[config.mk]
export PLATFORM = sky130hd
export DESIGN_NAME = pc_sequencer
export DESIGN_NICKNAME = d
export VERILOG_FILES = /design/src/rtl/pico_pkg.sv /design/src/rtl/pc_next.sv /design/src/rtl/pc_sequencer.sv
export SDC_FILE = /design/constraint.sdc
export NUM_CORES = 1
export LEC_CHECK = 0
export ABC_AREA = 1
export CAP_MARGIN = 20
export CORE_UTILIZATION = 50
export CTS_CLUSTER_DIAMETER = 80
export CTS_CLUSTER_SIZE = 40
export DETAILED_ROUTE_END_ITERATION = 7
export PLACE_DENSITY_LB_ADDON = 0.15
export SYNTH_ARGS = -nofsm -noshare
export SYNTH_HDL_FRONTEND = slang
export SYNTH_SLANG_ARGS = --single-unit
[constraint.sdc]
create_clock -name clk -period 3.2 [get_ports clk]
set_input_delay 0.64 -clock clk [delete_from_list [all_inputs] [get_ports clk]]
set_output_delay 0.64 -clock clk [all_outputs]
set_load 0.01 [all_outputs]
[src/rtl/pico_pkg.sv]
// Shared definitions for the pico core sequencing logic.
// Holds the sequencer state encoding and the default pc / branch-offset widths.
// Optional macro PC_SEQUENCER_HALT_LOOP_EN adds the HALT state to the encoding.
package pico_pkg;

  localparam int unsigned PICO_PC_W  = 8;
  localparam int unsigned PICO_OFF_W = 8;

  typedef enum logic [1:0] {
    ST_RUN      = 2'd0,
    ST_WAIT_IN  = 2'd1,
    ST_WAIT_OUT = 2'd2
`ifdef PC_SEQUENCER_HALT_LOOP_EN
    , ST_HALT   = 2'd3
`endif
  } seq_state_t;

endpackage

[src/rtl/pc_next.sv]
// Combinational next-pc generator: pc+1, or pc plus a sign-extended relative
// offset, wrapping modulo 2^PC_W.
// Ports:
//   pc            current instruction address
//   branch        1 = relative branch, 0 = sequential increment
//   branch_offset two's-complement branch displacement
//   next_pc       candidate address for the next instruction
module pc_next
  import pico_pkg::*;
#(
  parameter int unsigned PC_W  = PICO_PC_W,
  parameter int unsigned OFF_W = PICO_OFF_W
) (
  input  logic [PC_W-1:0]  pc,
  input  logic             branch,
  input  logic [OFF_W-1:0] branch_offset,
  output logic [PC_W-1:0]  next_pc
);

  // Work at the wider of the two widths; truncation to PC_W gives the wrap.
  localparam int unsigned SUM_W = (PC_W > OFF_W) ? PC_W : OFF_W;

  logic [SUM_W-1:0] off_ext;
  logic [SUM_W-1:0] pc_ext;
  logic [SUM_W-1:0] addend;
  logic [SUM_W-1:0] sum;

  assign off_ext = SUM_W'($signed(branch_offset));
  assign pc_ext  = SUM_W'(pc);
  assign addend  = branch ? off_ext : SUM_W'(1);
  assign sum     = pc_ext + addend;
  assign next_pc = PC_W'(sum);

endmodule

[src/rtl/pc_sequencer.sv]
// Program-counter sequencer with STIN/LOUT handshake stalls.
// Advances pc by one or by a relative branch, and holds the current
// instruction while an input read or output write waits for its partner.
// Optional macro PC_SEQUENCER_HALT_LOOP_EN: a jump-to-self branch parks the
// sequencer in HALT until reset.
// Ports:
//   clk, n_reset      clock, asynchronous active-low reset
//   pc_rel_branch     decoder: relative branch taken
//   branch_offset     decoder: signed branch displacement
//   reg_write         decoder: register-file write
//   read_in           decoder: STIN (consume input word)
//   write_out         decoder: LOUT (produce output word)
//   in_valid/in_ready input handshake
//   out_valid/out_ready output handshake
//   pc                current instruction address (registered)
//   reg_we            register write enable, gated by instruction completion
//   stall             current instruction is held this cycle
// in_ready, out_valid, reg_we and stall are combinational handshake outputs.
module pc_sequencer
  import pico_pkg::*;
#(
  parameter int unsigned PC_W  = PICO_PC_W,
  parameter int unsigned OFF_W = PICO_OFF_W
) (
  input  logic             clk,
  input  logic             n_reset,
  input  logic             pc_rel_branch,
  input  logic [OFF_W-1:0] branch_offset,
  input  logic             reg_write,
  input  logic             read_in,
  input  logic             write_out,
  input  logic             in_valid,
  output logic             in_ready,
  output logic             out_valid,
  input  logic             out_ready,
  output logic [PC_W-1:0]  pc,
  output logic             reg_we,
  output logic             stall
);

  seq_state_t      state_q;
  seq_state_t      state_d;
  logic [PC_W-1:0] pc_q;
  logic [PC_W-1:0] pc_d;
  logic [PC_W-1:0] pc_calc;
  logic            take_branch;
  logic            done;

  // I/O has priority over a branch; a branch only counts in RUN.
  assign take_branch = (state_q == ST_RUN) && pc_rel_branch && !read_in && !write_out;

  pc_next #(
    .PC_W  (PC_W),
    .OFF_W (OFF_W)
  ) u_pc_next (
    .pc            (pc_q),
    .branch        (take_branch),
    .branch_offset (branch_offset),
    .next_pc       (pc_calc)
  );

  // Next-state, handshake and completion decode.
  always_comb begin
    state_d   = state_q;
    in_ready  = 1'b0;
    out_valid = 1'b0;
    stall     = 1'b0;
    done      = 1'b0;
    case (state_q)
      ST_RUN: begin
        if (read_in) begin
          in_ready = 1'b1;
          if (in_valid) begin
            done = 1'b1;
          end else begin
            stall   = 1'b1;
            state_d = ST_WAIT_IN;
          end
        end else if (write_out) begin
          out_valid = 1'b1;
          if (out_ready) begin
            done = 1'b1;
          end else begin
            stall   = 1'b1;
            state_d = ST_WAIT_OUT;
          end
        end else begin
          done = 1'b1;
`ifdef PC_SEQUENCER_HALT_LOOP_EN
          if (pc_rel_branch && (branch_offset == '0)) begin
            state_d = ST_HALT;
          end
`endif
        end
      end
      ST_WAIT_IN: begin
        in_ready = 1'b1;
        if (in_valid) begin
          done    = 1'b1;
          state_d = ST_RUN;
        end else begin
          stall = 1'b1;
        end
      end
      ST_WAIT_OUT: begin
        out_valid = 1'b1;
        if (out_ready) begin
          done    = 1'b1;
          state_d = ST_RUN;
        end else begin
          stall = 1'b1;
        end
      end
`ifdef PC_SEQUENCER_HALT_LOOP_EN
      ST_HALT: begin
        stall = 1'b1;
      end
`endif
      default: begin
        state_d = ST_RUN;
      end
    endcase

    reg_we = reg_write && done;
    pc_d   = done ? pc_calc : pc_q;

    // Reset silences every handshake output immediately, independent of clk.
    if (!n_reset) begin
      in_ready  = 1'b0;
      out_valid = 1'b0;
      stall     = 1'b0;
      reg_we    = 1'b0;
    end
  end

  // State and pc registers.
  always_ff @(posedge clk or negedge n_reset) begin
    if (!n_reset) begin
      state_q <= ST_RUN;
      pc_q    <= '0;
    end else begin
      state_q <= state_d;
      pc_q    <= pc_d;
    end
  end

  assign pc = pc_q;

endmodule

# Yosys cells after proc, flatten, opt, wreduce, memory -nomap -nowiden
# Index checks and enable logic that the tools add are counted.
[classes]
addsub = 1
mul = 0
div_mod_pow = 0
magnitude_cmp = 0
n_eq_ne = 7
shifts = 0
muxes = 27
bitwise = 0
reduce_logical = 8
[op_table]
columns = ["cell", "n"]
rows = [
  ["1-bit two-way mux", 15],
  ["2-bit two-way mux", 6],
  ["3-bit inequality test, second input constant", 3],
  ["8-bit adder", 1],
  ["8-bit two-way mux", 1],
  ["1-bit case mux with 3 select lines", 2],
  ["2-bit case mux with 3 select lines", 1],
  ["5-bit AND reduction", 1],
  ["1-bit logical AND", 4],
  ["2-bit inequality test, second input constant", 2],
  ["1-bit case mux with 2 select lines", 2],
  ["2-bit by 1-bit == test with 1-bit output, second input constant", 1],
  ["2-bit == test, second input constant", 1],
  ["1-bit logical NOT", 2],
  ["2-bit logical NOT", 1],
]
[totals]
reg_bits = 10
latchBits = 0
ramBits = 0
mem_bits_ro = 0
out_inout_bits = 12
word_cells = 45
memories = 0

# Logic depth before layout (Yosys ltp)
[depth]
depth_word = 6
mapped_depth = 14
mapped_depth_nobuf = 14

# Cells and area by module
# From an unflattened synthesis, not the netlist that was laid out.
[hier_totals]
hier_cells = 151
hier_area_um2 = 978.4
[by_module_without_submodules]
columns = ["module", "instances", "cells_each", "area_per_inst_um2", "seq_area_each_um2"]
rows = [
  ["pc_sequencer", 1, 73, 550.5, 250.2],
  ["pc_next", 1, 78, 427.9, 0.0],
]

# Least setup slack after synthesis
# No wires, ideal clock.
[synth_timing]
path_kind = "input -> register"
start = "input read_in"
end = "register pc_q[6], in the netlist pc[6]"
setup_time_ns = 0.117
t_arrival_ns = 2.142
t_required_ns = 3.083
path_slack_ns = 0.940
path_stages = 14
cell_sequence = "nor2_1 nand2_2 nor2_2 inv_1 or2_1 ha_1 inv_1 fa_1 o21ai_0 nand2_1 nand2_1 nand2_1 nand3_1 nand2_1"
[synth_between]
elab_chain_cells = 5
elab_cells_between_ends = 7
classes_between = "1 x add/sub; 3 x mux; 3 x reduce/logical"
[synth_rtl]
columns = ["item", "line_no", "rtl"]
rows = [
  ["start: declaration", "pc_sequencer.sv:30", "input logic read_in,"],
  ["1-bit logical NOT", "pc_sequencer.sv:50", "assign take_branch = (state_q == ST_RUN) && pc_rel_branch && !read_in && !write_out;"],
  ["1-bit logical AND (2 in a row)", "pc_sequencer.sv:50", ""],
  ["8-bit two-way mux", "pc_next.sv:30", "assign addend = branch ? off_ext : SUM_W'(1);"],
  ["8-bit adder", "pc_next.sv:31", "assign sum = pc_ext + addend;"],
  ["end signal: assignment", "pc_sequencer.sv:143", "pc_q <= pc_d;"],
  ["end: declaration", "pc_sequencer.sv:43", "logic [PC_W-1:0] pc_q;"],
]
# Several ways; a longest one is shown, not always the timed one.
# A chain may end at the register's enable or synchronous reset.

# Worst setup path in the final report
[layout_timing]
start = "input read_in"
end = "output stall"
[layout_between]
elab_chain_cells = 3
[layout_rtl]
columns = ["item", "line_no", "rtl"]
rows = [
  ["1-bit two-way mux", "pc_sequencer.sv:71", "if (read_in) begin"],
  ["1-bit case mux with 3 select lines", "pc_sequencer.sv:69", "case (state_q)"],
  ["1-bit two-way mux", "pc_sequencer.sv:128", "if (!n_reset) begin"],
  ["end: declaration", "pc_sequencer.sv:38", "output logic stall"],
]
# No other way between the ends.

==> summary.txt <==
Yosys
  – Unique masters post-synth: 24
  – Post-Synthesis Cells: 136
  – YS warnings: 0
  – Syn nets: 160
  – Flops & latches, synth: 10
  – Post-synthesis sequential area ratio: 26.67%
  – Cell Area, Synth: between 900 and 1000 um2
  – Synthesized area per cell: 6.900 um2

Pwr
  – Total power: 953.7 uW
  – P_sw: 441.4 uW
  – Pwr dens: 748.8 nW/um2
  – Pint: around 510 uW
  – Pleak: around 0.66 nW
  – Clock Power Share: under 10%
  – Net Sw Frac: 46.28%
  – Sequential fraction of design power: between 20% and 30%
  – Combinational power share: 64.4%
  – Worst vdd ir: 0.0004566 V

Global route
  – Largest net degree at the start of global routing: 13
  – Initial antenna violation count: 0
  – First-pass GRT wire length: 3629 um
  – Total track usage: 25.06%
  – Grt ovf: 0
  – Vias in the first global route: 911

Timing
  – Hold Vio Cnt, Final: 0
  – Worst Skew: between 0.002 and 0.003 ns
  – Max_slew headroom: between 70% and 80%
  – Setup_tns: 0 ns
  – Max Slew Vio Count: 0
  – Worst-Margin Slew: 0.3200 ns
  – Crit path time final: roughly 3.1 ns
  – RSZ-0062 raised after global routing: no
  – Setup Viol. Count Final: 0
  – Fmax: approximately 320 MHz
  – WHS: 0.5212 ns
  – Final worst-path cycle share: 96.40%
  – Worst setup margin: around 0.12 ns

Clock network
  – TritonCTS buffer count: 3
  – Num Clock Sinks: 10
  – CTS tree: done
  – # hold bufs at CTS: 0
  – Post-CTS Resized: 0
  – Max clock buf depth: 2
  – Clock Pin Slew Worst Setup and Hold Paths: 0.07 ns
  – H-tree levels: 1
  – Clock Latency Late Sink: roughly 0.27 ns
  – CTS root buf: clkbuf_4
  – Number of post-CTS setup repair buffers: 0

Setup path
  – CP required: roughly 2.6 ns
  – Worst setup SP type: input port
  – Slowest CP cell: clkdlybuf4s50_1
  – RR Endpoint: pc[7]
  – Critical path origin: read_in
  – Worst setup EP type: primary output
  – Crit. path cell count: 9
  – Max FO, Critical Path: 5
  – Cells along the critical path: clkdlybuf4s50_1 > inv_2 > nand2_2 > nor2_2 > a21oi_1 > nor3_1 > nor2_1 > nor2_1 > clkdlybuf4s50_1
  – Cells on worst reg2reg path: 14
  – Worst reg2reg setup slack: 0.82 ns
  – Worst setup path endpoint: stall
  – CP peak stage delay: 0.54 ns
  – Crit path kind: input port to primary output
  – Data arrival time of the worst path: around 2.4 ns
  – CP top delay family: buffers and inverters
  – Crit path buffers/inverters: 3
  – Critical R2R Launch: state_q[1]

Placement
  – Post-DP HPWL: 1811 um
  – Buffers on Ports: 27
  – Routability congestion estimate: 0.9109
  – Place WS: about 0.16 ns
  – Cell Area, Placed: around 1300 um2

Die
  – Die area: 2054 um2
  – IO Pins: 28
  – Row count: 15
  – Starting density of the core: around 54%
  – Core area: 1745 um2
  – Die Width: 45.32 um
  – Die Ht: 45.32 um

Route
  – Routed Antenna Nets: 0
  – DRC Markers: 0
  – DR iter-0 viols: 27
  – WL per Instance: approximately 12 um
  – Vias per cell: 5.005
  – Pre-antenna DRT Iters: 4
  – Routed vias: 966
  – DRT Wirelength: ~2200 um

Final layout
  – Most frequent cells in the layout: nand2_1, clkdlybuf4s50_1, inv_1
  – Total inserted antenna cells: 0
  – Share of post-route cells with drive strength above 1: 15.48%
  – Area grow syn2layout: 35.73%
  – Final net count: 194
  – Most common library cell in the layout ignoring fill and taps: nand2_1
  – # fillers: between 150 and 200
  – Final instance area: between 1000 and 1500 um2

Min path
  – Hold WC Path Type: flip-flop to flip-flop

Status
  – Status: finished clean

Run
  – Max cap viols: 0
## registers in the layout (all words and copies together), names as in the netlist
register  count
pc            8
state_q       2
## cell type report
type / instances / area (um2) / area share, %
Multi-Input combinational cell: 102 / 590.6 / 46.37
Timing Repair Buffer: 30 / 292.8 / 22.99
Sequential cell: 10 / 250.2 / 19.65
Inverter: 23 / 86.33 / 6.778
Tap cell: 25 / 31.28 / 2.456
Clock buffer: 3 / 22.52 / 1.768
## cell families after synthesis
family	after synthesis	share of synthesized area (%)
AOI/OAI and AO/OA	17	12.80
and+or+nand+nor	74	35.87
DFF	10	26.67
buffers and inverters	24	10.40
adders and majority gates	8	11.47
xor gates and xnor gates	3	2.801
## synthesized netlist by cell type (all sizes together)
cell type	count	area share, %
dfrtp	10	27
o21ai	8	6.3
nand3b	2	1.6
nor2	15	6.8
ha	7	9.3
xor2	2	1.9
nand4	2	1.3
inv	23	9.2
nand2	42	19
a21oi	6	3.6
xnor2	1	0.93
fa	1	2.1
or2	2	1.3
buf	1	1.2
a211oi	2	1.6
nor3	1	0.53
nand3	10	5.3
o211ai	1	1.3
## how the worst min path moves through the flow
stage | start | to | slack (ns) | depth (start not counted)
after floorplan | n_reset | pc[0] | 0.34 | 0
after global placement | pc[3] | pc[3] | 0.50 | 2
final | pc[3] | pc[3] | 0.52 | 2
after global routing | pc[3] | pc[3] | 0.56 | 2
after CTS | pc[3] | pc[3] | 0.53 | 2
after detailed placement | pc[3] | pc[3] | 0.51 | 2
## power groups by stage
stage          registers [mW]  logic (mW)  clock network, mW
6_report                0.249       0.614             0.0903
3_3_place_gp            0.247       0.596                  0
5_1_grt                 0.257       0.691             0.0962
4_1_cts                 0.249       0.617             0.0925
3_5_place_dp            0.250       0.615                  0
2_1_floorplan           0.258       0.392                  0
## worst reg2reg max path: stages (launching register included)
cell and delay (ns):
dfrtp_1 0.45, nor2_2 0.31, nand2_2 0.10, nor2_2 0.14, inv_1 0.06, buf_4 0.15, nor2_1 0.09, ha_1 0.26
or2_2 0.31, nand3_1 0.10, nand2_1 0.08, inv_1 0.06, nand2_1 0.04, nand3_1 0.06, nand2_1 0.06
## per-stage QoR
step | util (%) | std cells
2_1_floorplan | - | 136
3_3_place_gp | 71.68 | 190
3_5_place_dp | 71.68 | 190
4_1_cts | 72.97 | 193
5_1_grt | 72.97 | 193
6_report | 72.97 | 193
## layer usage
layer / vias up / track usage (%) / share of wire, %
met5: - / 0 / 0
met4: 0 / 11.52 / 1.1
met3: 4 / 4.000 / 4.6
met2: 32 / 42.61 / 50
met1: 433 / 30.85 / 44
li1: 497 / - / -
Power figures use the tool's default switching activity.
